==> src/rtl/calc_entry_fsm_pkg.sv <==
// Shared definitions for the calculator entry block.
// Holds the sizing constants, state and operator encodings, the signed-magnitude
// display payload, and the decimal digit-append helper used by the entry datapath.
package calc_entry_fsm_pkg;

    localparam int unsigned DIGITS = 4;
    localparam int unsigned W      = 14;

    function automatic int unsigned pow10(input int unsigned n);
        int unsigned p;
        p = 1;
        for (int unsigned i = 0; i < n; i++) begin
            p = p * 10;
        end
        return p;
    endfunction

    localparam int unsigned MAX_VAL = pow10(DIGITS) - 1;
    localparam int unsigned CNT_W   = $clog2(DIGITS + 1);
    localparam int unsigned STEP_W  = $clog2(W + 1);
    // Signed evaluation width: holds the full product and the sum of two maximal operands.
    localparam int unsigned RW      = 2 * W + 2;

    typedef enum logic [2:0] {
        ST_ENTER_A = 3'd0,
        ST_OP_WAIT = 3'd1,
        ST_ENTER_B = 3'd2,
        ST_COMPUTE = 3'd3,
        ST_DIV     = 3'd4,
        ST_RESULT  = 3'd5,
        ST_ERR     = 3'd6
    } state_e;

    typedef enum logic [1:0] {
        OP_ADD = 2'd0,
        OP_SUB = 2'd1,
        OP_MUL = 2'd2,
        OP_DIV = 2'd3
    } op_e;

    typedef struct packed {
        logic         neg;
        logic [W-1:0] mag;
    } smag_t;

    // v*10 + d; callers guarantee the operand stays below 10^DIGITS.
    function automatic logic [W-1:0] dec_append(input logic [W-1:0] v, input logic [3:0] d);
        return v * W'(10) + W'(d);
    endfunction

endpackage

==> src/rtl/calc_entry_fsm_divider.sv <==
// Restoring unsigned divider, one quotient bit per cycle, W iterations.
// Ports:
//   clk_i, rst_ni   clock, async active-low reset
//   start_i         load operands and begin iterating
//   dividend_i      W-bit dividend
//   divisor_i       W-bit divisor (caller never starts with zero)
//   quotient_o      W-bit quotient, valid when done_o pulses
//   done_o          one-cycle pulse after the last iteration
module calc_entry_fsm_divider
    import calc_entry_fsm_pkg::*;
(
    input  logic         clk_i,
    input  logic         rst_ni,
    input  logic         start_i,
    input  logic [W-1:0] dividend_i,
    input  logic [W-1:0] divisor_i,
    output logic [W-1:0] quotient_o,
    output logic         done_o
);

    logic [W-1:0]      rem_q;
    logic [W-1:0]      quo_q;
    logic [W-1:0]      dvs_q;
    logic [STEP_W-1:0] cnt_q;
    logic              busy_q;
    logic              done_q;
    logic [W:0]        trial;
    logic              fits;

    // Shift the next dividend bit into the partial remainder and try a subtract.
    assign trial = {rem_q, quo_q[W-1]};
    assign fits  = trial >= {1'b0, dvs_q};

    always_ff @(posedge clk_i or negedge rst_ni) begin
        if (!rst_ni) begin
            rem_q  <= '0;
            quo_q  <= '0;
            dvs_q  <= '0;
            cnt_q  <= '0;
            busy_q <= 1'b0;
            done_q <= 1'b0;
        end else begin
            done_q <= 1'b0;
            if (start_i) begin
                rem_q  <= '0;
                quo_q  <= dividend_i;
                dvs_q  <= divisor_i;
                cnt_q  <= STEP_W'(W);
                busy_q <= 1'b1;
            end else if (busy_q) begin
                rem_q <= fits ? W'(trial - {1'b0, dvs_q}) : W'(trial);
                quo_q <= {quo_q[W-2:0], fits};
                cnt_q <= cnt_q - STEP_W'(1);
                if (cnt_q == STEP_W'(1)) begin
                    busy_q <= 1'b0;
                    done_q <= 1'b1;
                end
            end
        end
    end

    assign quotient_o = quo_q;
    assign done_o     = done_q;

endmodule

==> src/rtl/calc_entry_fsm.sv <==
// Calculator key-entry FSM: builds operand A, operator and operand B from
// keypad level flags, evaluates A op B in signed decimal and drives the display.
// Ports:
//   clk_i, rst_ni               clock, async active-low reset
//   is_num_i/is_op_i/is_eq_i    key level flags from the scanner
//   num_val_i, op_val_i         digit value / operator code
//   disp_val_o, disp_neg_o      display magnitude and sign
//   err_o                       overflow or divide by zero
//   busy_o                      evaluating; key events are dropped
//   result_valid_o              one-cycle pulse when a result is displayed
//   state_dbg_o                 current state encoding
module calc_entry_fsm
    import calc_entry_fsm_pkg::*;
(
    input  logic         clk_i,
    input  logic         rst_ni,
    input  logic         is_num_i,
    input  logic         is_op_i,
    input  logic         is_eq_i,
    input  logic [3:0]   num_val_i,
    input  logic [1:0]   op_val_i,
    output logic [W-1:0] disp_val_o,
    output logic         disp_neg_o,
    output logic         err_o,
    output logic         busy_o,
    output logic         result_valid_o,
    output logic [2:0]   state_dbg_o
);

    state_e             state_q, state_d;
    smag_t              a_q, a_d;
    logic [W-1:0]       b_q, b_d;
    op_e                op_q, op_d;
    logic [CNT_W-1:0]   cnt_q, cnt_d;
    smag_t              disp_q, disp_d;
    logic               rv_q, rv_d;
    logic               prev_q, busy_q, err_q;

    logic               key_any, in_busy, key_ev;
    logic               ev_eq, ev_op, ev_num;
    logic               room, b_zero, overflow;
    smag_t              digit_sm, alu_res, div_res;
    logic               div_start, div_done;
    logic [W-1:0]       div_quo;
    logic signed [RW-1:0] a_s, b_s, res_s;
    logic [RW-1:0]      res_mag;

    // Key event = rising edge of any flag; eq beats op beats digit.
    assign key_any  = is_num_i | is_op_i | is_eq_i;
    assign in_busy  = (state_q == ST_COMPUTE) || (state_q == ST_DIV);
    assign key_ev   = key_any & ~prev_q & ~in_busy;
    assign ev_eq    = key_ev & is_eq_i;
    assign ev_op    = key_ev & ~is_eq_i & is_op_i;
    assign ev_num   = key_ev & ~is_eq_i & ~is_op_i & is_num_i & (num_val_i <= 4'd9);
    assign room     = cnt_q < CNT_W'(DIGITS);
    assign b_zero   = (b_q == '0);
    assign digit_sm = {1'b0, W'(num_val_i)};

    // Signed add/sub/mul and signed-magnitude formatting of the result.
    always_comb begin
        a_s = RW'(a_q.mag);
        if (a_q.neg) begin
            a_s = -a_s;
        end
        b_s = RW'(b_q);
        case (op_q)
            OP_SUB:  res_s = a_s - b_s;
            OP_MUL:  res_s = a_s * b_s;
            default: res_s = a_s + b_s;
        endcase
        res_mag  = res_s[RW-1] ? RW'(-res_s) : RW'(res_s);
        overflow = res_mag > RW'(MAX_VAL);
        alu_res  = '{neg: res_s[RW-1], mag: res_mag[W-1:0]};
    end

    // Quotient sign follows A (B is always typed, hence positive); zero is never negative.
    assign div_res = '{neg: a_q.neg & (div_quo != '0), mag: div_quo};

    calc_entry_fsm_divider u_div (
        .clk_i      (clk_i),
        .rst_ni     (rst_ni),
        .start_i    (div_start),
        .dividend_i (a_q.mag),
        .divisor_i  (b_q),
        .quotient_o (div_quo),
        .done_o     (div_done)
    );

    // State register.
    always_ff @(posedge clk_i or negedge rst_ni) begin
        if (!rst_ni) begin
            state_q <= ST_ENTER_A;
        end else begin
            state_q <= state_d;
        end
    end

    // Next-state logic.
    always_comb begin
        state_d = state_q;
        case (state_q)
            ST_ENTER_A: begin
                if (ev_eq) begin
                    state_d = ST_RESULT;
                end else if (ev_op) begin
                    state_d = ST_OP_WAIT;
                end
            end
            ST_OP_WAIT: begin
                if (ev_num) begin
                    state_d = ST_ENTER_B;
                end
            end
            ST_ENTER_B: begin
                if (ev_eq) begin
                    state_d = (op_q == OP_DIV) ? ST_DIV : ST_COMPUTE;
                end
            end
            ST_COMPUTE: state_d = overflow ? ST_ERR : ST_RESULT;
            ST_DIV: begin
                if (b_zero) begin
                    state_d = ST_ERR;
                end else if (div_done) begin
                    state_d = ST_RESULT;
                end
            end
            ST_RESULT: begin
                if (ev_num) begin
                    state_d = ST_ENTER_A;
                end else if (ev_op) begin
                    state_d = ST_OP_WAIT;
                end
            end
            ST_ERR: begin
                if (ev_num) begin
                    state_d = ST_ENTER_A;
                end
            end
            default: state_d = ST_ENTER_A;
        endcase
    end

    // Datapath and output next values.
    always_comb begin
        a_d       = a_q;
        b_d       = b_q;
        op_d      = op_q;
        cnt_d     = cnt_q;
        disp_d    = disp_q;
        rv_d      = 1'b0;
        div_start = 1'b0;
        case (state_q)
            ST_ENTER_A: begin
                if (ev_eq) begin
                    disp_d = a_q;
                    rv_d   = 1'b1;
                end else if (ev_op) begin
                    op_d  = op_e'(op_val_i);
                    cnt_d = '0;
                end else if (ev_num && room) begin
                    a_d    = '{neg: 1'b0, mag: dec_append(a_q.mag, num_val_i)};
                    cnt_d  = cnt_q + CNT_W'(1);
                    disp_d = a_d;
                end
            end
            ST_OP_WAIT: begin
                if (ev_op) begin
                    op_d = op_e'(op_val_i);
                end else if (ev_num) begin
                    b_d    = W'(num_val_i);
                    cnt_d  = CNT_W'(1);
                    disp_d = digit_sm;
                end
            end
            ST_ENTER_B: begin
                if (ev_eq) begin
                    div_start = (op_q == OP_DIV) && !b_zero;
                end else if (ev_num && room) begin
                    b_d    = dec_append(b_q, num_val_i);
                    cnt_d  = cnt_q + CNT_W'(1);
                    disp_d = '{neg: 1'b0, mag: b_d};
                end
            end
            ST_COMPUTE: begin
                if (overflow) begin
                    disp_d = '0;
                end else begin
                    disp_d = alu_res;
                    rv_d   = 1'b1;
                end
            end
            ST_DIV: begin
                if (b_zero) begin
                    disp_d = '0;
                end else if (div_done) begin
                    disp_d = div_res;
                    rv_d   = 1'b1;
                end
            end
            ST_RESULT, ST_ERR: begin
                if (ev_num) begin
                    a_d    = digit_sm;
                    b_d    = '0;
                    op_d   = OP_ADD;
                    cnt_d  = CNT_W'(1);
                    disp_d = digit_sm;
                end else if (ev_op && (state_q == ST_RESULT)) begin
                    a_d   = disp_q;
                    op_d  = op_e'(op_val_i);
                    cnt_d = '0;
                end
            end
            default: ;
        endcase
    end

    // Datapath and output registers.
    always_ff @(posedge clk_i or negedge rst_ni) begin
        if (!rst_ni) begin
            a_q    <= '0;
            b_q    <= '0;
            op_q   <= OP_ADD;
            cnt_q  <= '0;
            disp_q <= '0;
            rv_q   <= 1'b0;
            prev_q <= 1'b0;
            busy_q <= 1'b0;
            err_q  <= 1'b0;
        end else begin
            a_q    <= a_d;
            b_q    <= b_d;
            op_q   <= op_d;
            cnt_q  <= cnt_d;
            disp_q <= disp_d;
            rv_q   <= rv_d;
            prev_q <= key_any;
            busy_q <= (state_d == ST_COMPUTE) || (state_d == ST_DIV);
            err_q  <= (state_d == ST_ERR);
        end
    end

    assign disp_val_o     = disp_q.mag;
    assign disp_neg_o     = disp_q.neg;
    assign err_o          = err_q;
    assign busy_o         = busy_q;
    assign result_valid_o = rv_q;
    assign state_dbg_o    = state_q;

endmodule

==> config.mk <==
export PLATFORM = sky130hd
export DESIGN_NAME = calc_entry_fsm
export DESIGN_NICKNAME = d
export VERILOG_FILES = /design/src/rtl/calc_entry_fsm_pkg.sv /design/src/rtl/calc_entry_fsm_divider.sv /design/src/rtl/calc_entry_fsm.sv
export SDC_FILE = /design/constraint.sdc
export NUM_CORES = 1
export LEC_CHECK = 0
export CORE_MARGIN = 4
export CORE_UTILIZATION = 45
export DETAILED_ROUTE_END_ITERATION = 6
export GPL_ROUTABILITY_DRIVEN = 0
export PLACE_DENSITY = 0.66
export SLEW_MARGIN = 5
export SYNTH_ARGS = -nofsm -noshare
export SYNTH_HDL_FRONTEND = slang
export SYNTH_SLANG_ARGS = --single-unit
==> constraint.sdc <==
create_clock -name clk_i -period 8.65 [get_ports clk_i]
set_input_delay 0.865 -clock clk_i [delete_from_list [all_inputs] [get_ports clk_i]]
set_output_delay 0.865 -clock clk_i [all_outputs]
set_load 0.02 [all_outputs]
==> impl_metrics.json <==
{
  "outcome": "finished with violations",
  "violations": "design-rule violations, negative setup slack",
  "cp_max_fo": 8,
  "worstPathArrival_ns": 9.19,
  "mappedNetlistArea_mm2": 0.0216,
  "grt_util_all_layers_pct": 27.0,
  "first_global_vias": 20800,
  "antenna_found_initial": 0,
  "nets": 3334,
  "grt_first_pass_wirelength_um": 112000,
  "ant_nets": 0,
  "criticalPathCategory": "flop to flop",
  "fin_crit_sh_pct": 103,
  "start_util_pct": 45.4,
  "clkSinkCount": 104,
  "finalHoldViolations": 0,
  "cts-hold-fix-buffers": 0,
  "syn_inst": 2683,
  "r2r_slack_ns": -0.26,
  "start_kind": "flop",
  "dpl.hpwl_um": 55900,
  "cpMaxStageDelayCell": "or4_4",
  "die_w_um": 227,
  "cts.root.buffer_cell": "clkbuf_16",
  "slew_viol_final": 0,
  "io_buffers": 31,
  "worst_pin_slew_ns": 1.20,
  "synthFlopType": "dfrtp_1",
  "maxSlewHeadroom_pct": 20.0,
  "synth_edf_count": 0,
  "clock_skew_ns": 0.0169,
  "vias": 20500,
  "yosys_warnings": 0,
  "die_area_mm2": 0.0516,
  "slowest_delay_ns": 0.57,
  "required_ns": 8.92,
  "fin_ws_ns": -0.262,
  "clock_latency_ns": 0.36,
  "dpl.cell_count": 3455,
  "yosys_register_bits": 104,
  "cts_tree": "yes",
  "die_h_um": 227,
  "cts_buffer_depth": 2,
  "io_pins": 32,
  "cpMostUsedCell": "fa_1",
  "fillers": 4319,
  "grt_setup_unrepaired": "true",
  "area_delta_synth_final_pct": 19.8,
  "hold_class": "primary input to async pin",
  "synth.distinct_cells": 106,
  "fin_setup_tns_ns": -3.23,
  "cap_violations": 0,
  "hold_ws_ns": 0.486,
  "diodes": 0,
  "synthArstFlopShare_pct": 100,
  "cts_made_buffers": 9,
  "rows": 80,
  "postSynthAreaPerCell_um2": 8.06,
  "drive_gt1_share_pct": 18.2,
  "finalCriticalPeriod_ns": 8.91,
  "grt_max_degree": 67,
  "coreArea_mm2": 0.0476,
  "fmax_mhz": 112,
  "htreeDepth": 3,
  "syn-num-nets": 3111,
  "final_util_pct": 54.4,
  "first_iter_violations": 2115,
  "firstDrtPassIters": 7,
  "wl_per_cell_um": 19.8,
  "seq_area_frac_synth_pct": 12.0,
  "gr-total-overflow": 0,
  "via_per_inst": 5.80,
  "setup_viol": 19,
  "drc": 5,
  "cp-end-kind": "flop",
  "wl_um": 69800,
  "path_clk_slew_ns": 0.08,
  "finalNonFillerCells": 3526
}
-- critical path: cells and delay by family (launching register included) --
kind / cells / cell delay [ns]
fa+ha+maj: 7 / 3.21
simple gates: 9 / 2.18
compound gates: 9 / 2.01
buf+inv: 8 / 0.78
flops: 1 / 0.46
xor+xnor: 1 / 0.20
-- cell usage in the layout, fill, tap and decap left out, types with 23 or more instances in the layout --
cell type	n
inv_1	390
nand2_1	323
buf_4	300
fa_1	247
nor2_1	154
ha_1	152
o21ai_0	135
and2_1	127
a21oi_1	111
dfrtp_1	102
xnor2_1	77
xor2_1	44
a21o_1	41
nor3_1	38
mux2i_1	34
clkdlybuf4s50_1	30
nor2b_1	28
a31oi_1	27
nand3_1	23
-- area by class of cell --
class	instances	area (um^2)	share of cell area, %
clock buffer	9	225	0.869
clock inverter	7	85.1	0.328
inverter	405	1520	5.86
multi-input combinational	2027	17800	68.5
sequential	104	2610	10.0
tap	615	769	2.97
timing repair buffer	359	2950	11.4
-- layer usage --
metal  GRT usage (%)  vias to the layer above  routed length, um
met3            4.42                      208               5680
met4            9.86                        0               3150
met5               0                        -                  0
li1                -                     9329                  -
met2            43.7                      945              31800
met1            36.9                     9974              29200
-- cell usage after synthesis, drive strengths merged, types with 7 or more instances --
| library cell | instances | area share [%] |
|---|---|---|
| or3 | 15 | 0.46 |
| nor3b | 8 | 0.30 |
| nor2b | 30 | 0.87 |
| fa | 252 | 23 |
| nand2b | 22 | 0.67 |
| a41oi | 17 | 0.79 |
| a221oi | 11 | 0.47 |
| and2 | 135 | 3.9 |
| clkbuf | 124 | 2.2 |
| ha | 165 | 9.5 |
| o2111ai | 16 | 0.68 |
| nand2 | 337 | 5.9 |
| mux2i | 38 | 1.8 |
| nand4 | 17 | 0.52 |
| a21boi | 10 | 0.35 |
| o21a | 14 | 0.49 |
| or2 | 7 | 0.20 |
| a211oi | 16 | 0.67 |
| o21bai | 11 | 0.38 |
| a21oi | 124 | 2.9 |
| xnor2 | 82 | 3.3 |
| a22oi | 9 | 0.31 |
| o211ai | 17 | 0.64 |
| nor2 | 158 | 2.7 |
| o22ai | 7 | 0.20 |
| o31ai | 14 | 0.49 |
| inv | 403 | 7.0 |
| nor4 | 23 | 1.1 |
| a31oi | 30 | 0.87 |
| and3 | 22 | 0.64 |
| mux2 | 7 | 0.36 |
| buf | 23 | 0.58 |
| nor3 | 44 | 1.1 |
| dfrtp | 104 | 12 |
| xor2 | 46 | 1.9 |
| a21o | 41 | 1.4 |
| nand3 | 30 | 0.72 |
| o21ai | 153 | 3.6 |
-- cells by family after synthesis --
family | count (synthesis) | synth area share [%]
xor+xnor | 132 | 5.63
flops | 104 | 12.0
fa+ha+maj | 417 | 32.9
simple gates | 875 | 20.2
compound gates | 558 | 17.4
buf+inv | 552 | 9.77
mux | 45 | 2.16
-- path summary, 6_finish.rpt --
kind | start | end | cells past startpoint
worst min-delay path | rst_ni | u_div.quotient_o[5] | 1
min in group clk_i | u_div.dvs_q[0] | u_div.dvs_q[0] | 2
worst max register to register | a_q[1] | disp_val_o[1] | 34
worst max-delay path | a_q[1] | disp_val_o[1] | 34
worst min register to register | u_div.dvs_q[0] | u_div.dvs_q[0] | 2
max in group asynchronous | rst_ni | a_q[0] | 2
-- through the flow --
step                      setup WS (ns)  instance area [um^2]
final                            -0.262                 25900
after global routing             -0.587                 25900
after CTS                       -0.0981                 25600
after detailed placement         -0.517                 24300
after global placement           -0.598                 24300
after floorplan                  0.0103                 21700
-- flip-flops by register name, summed over array words and instances, names as in the netlist, 2 cells and up --
register / cells
a_q: 15
b_q: 14
disp_val_o: 14
u_div.dvs_q: 14
u_div.quotient_o: 14
u_div.rem_q: 14
u_div.cnt_q: 4
cnt_q: 3
state_dbg_o: 3
op_q: 2
-- what timing repair did --
action	in CTS	in global routing
cloned	1	0
gates resized for setup	138	41
pin swaps	97	29
endpoints found under the setup margin	19	19
setup buffers	47	9
Power is left out: the tool's default activity adds up to more than one toggle a clock period on the data nets, which glitch-free logic cannot reach.
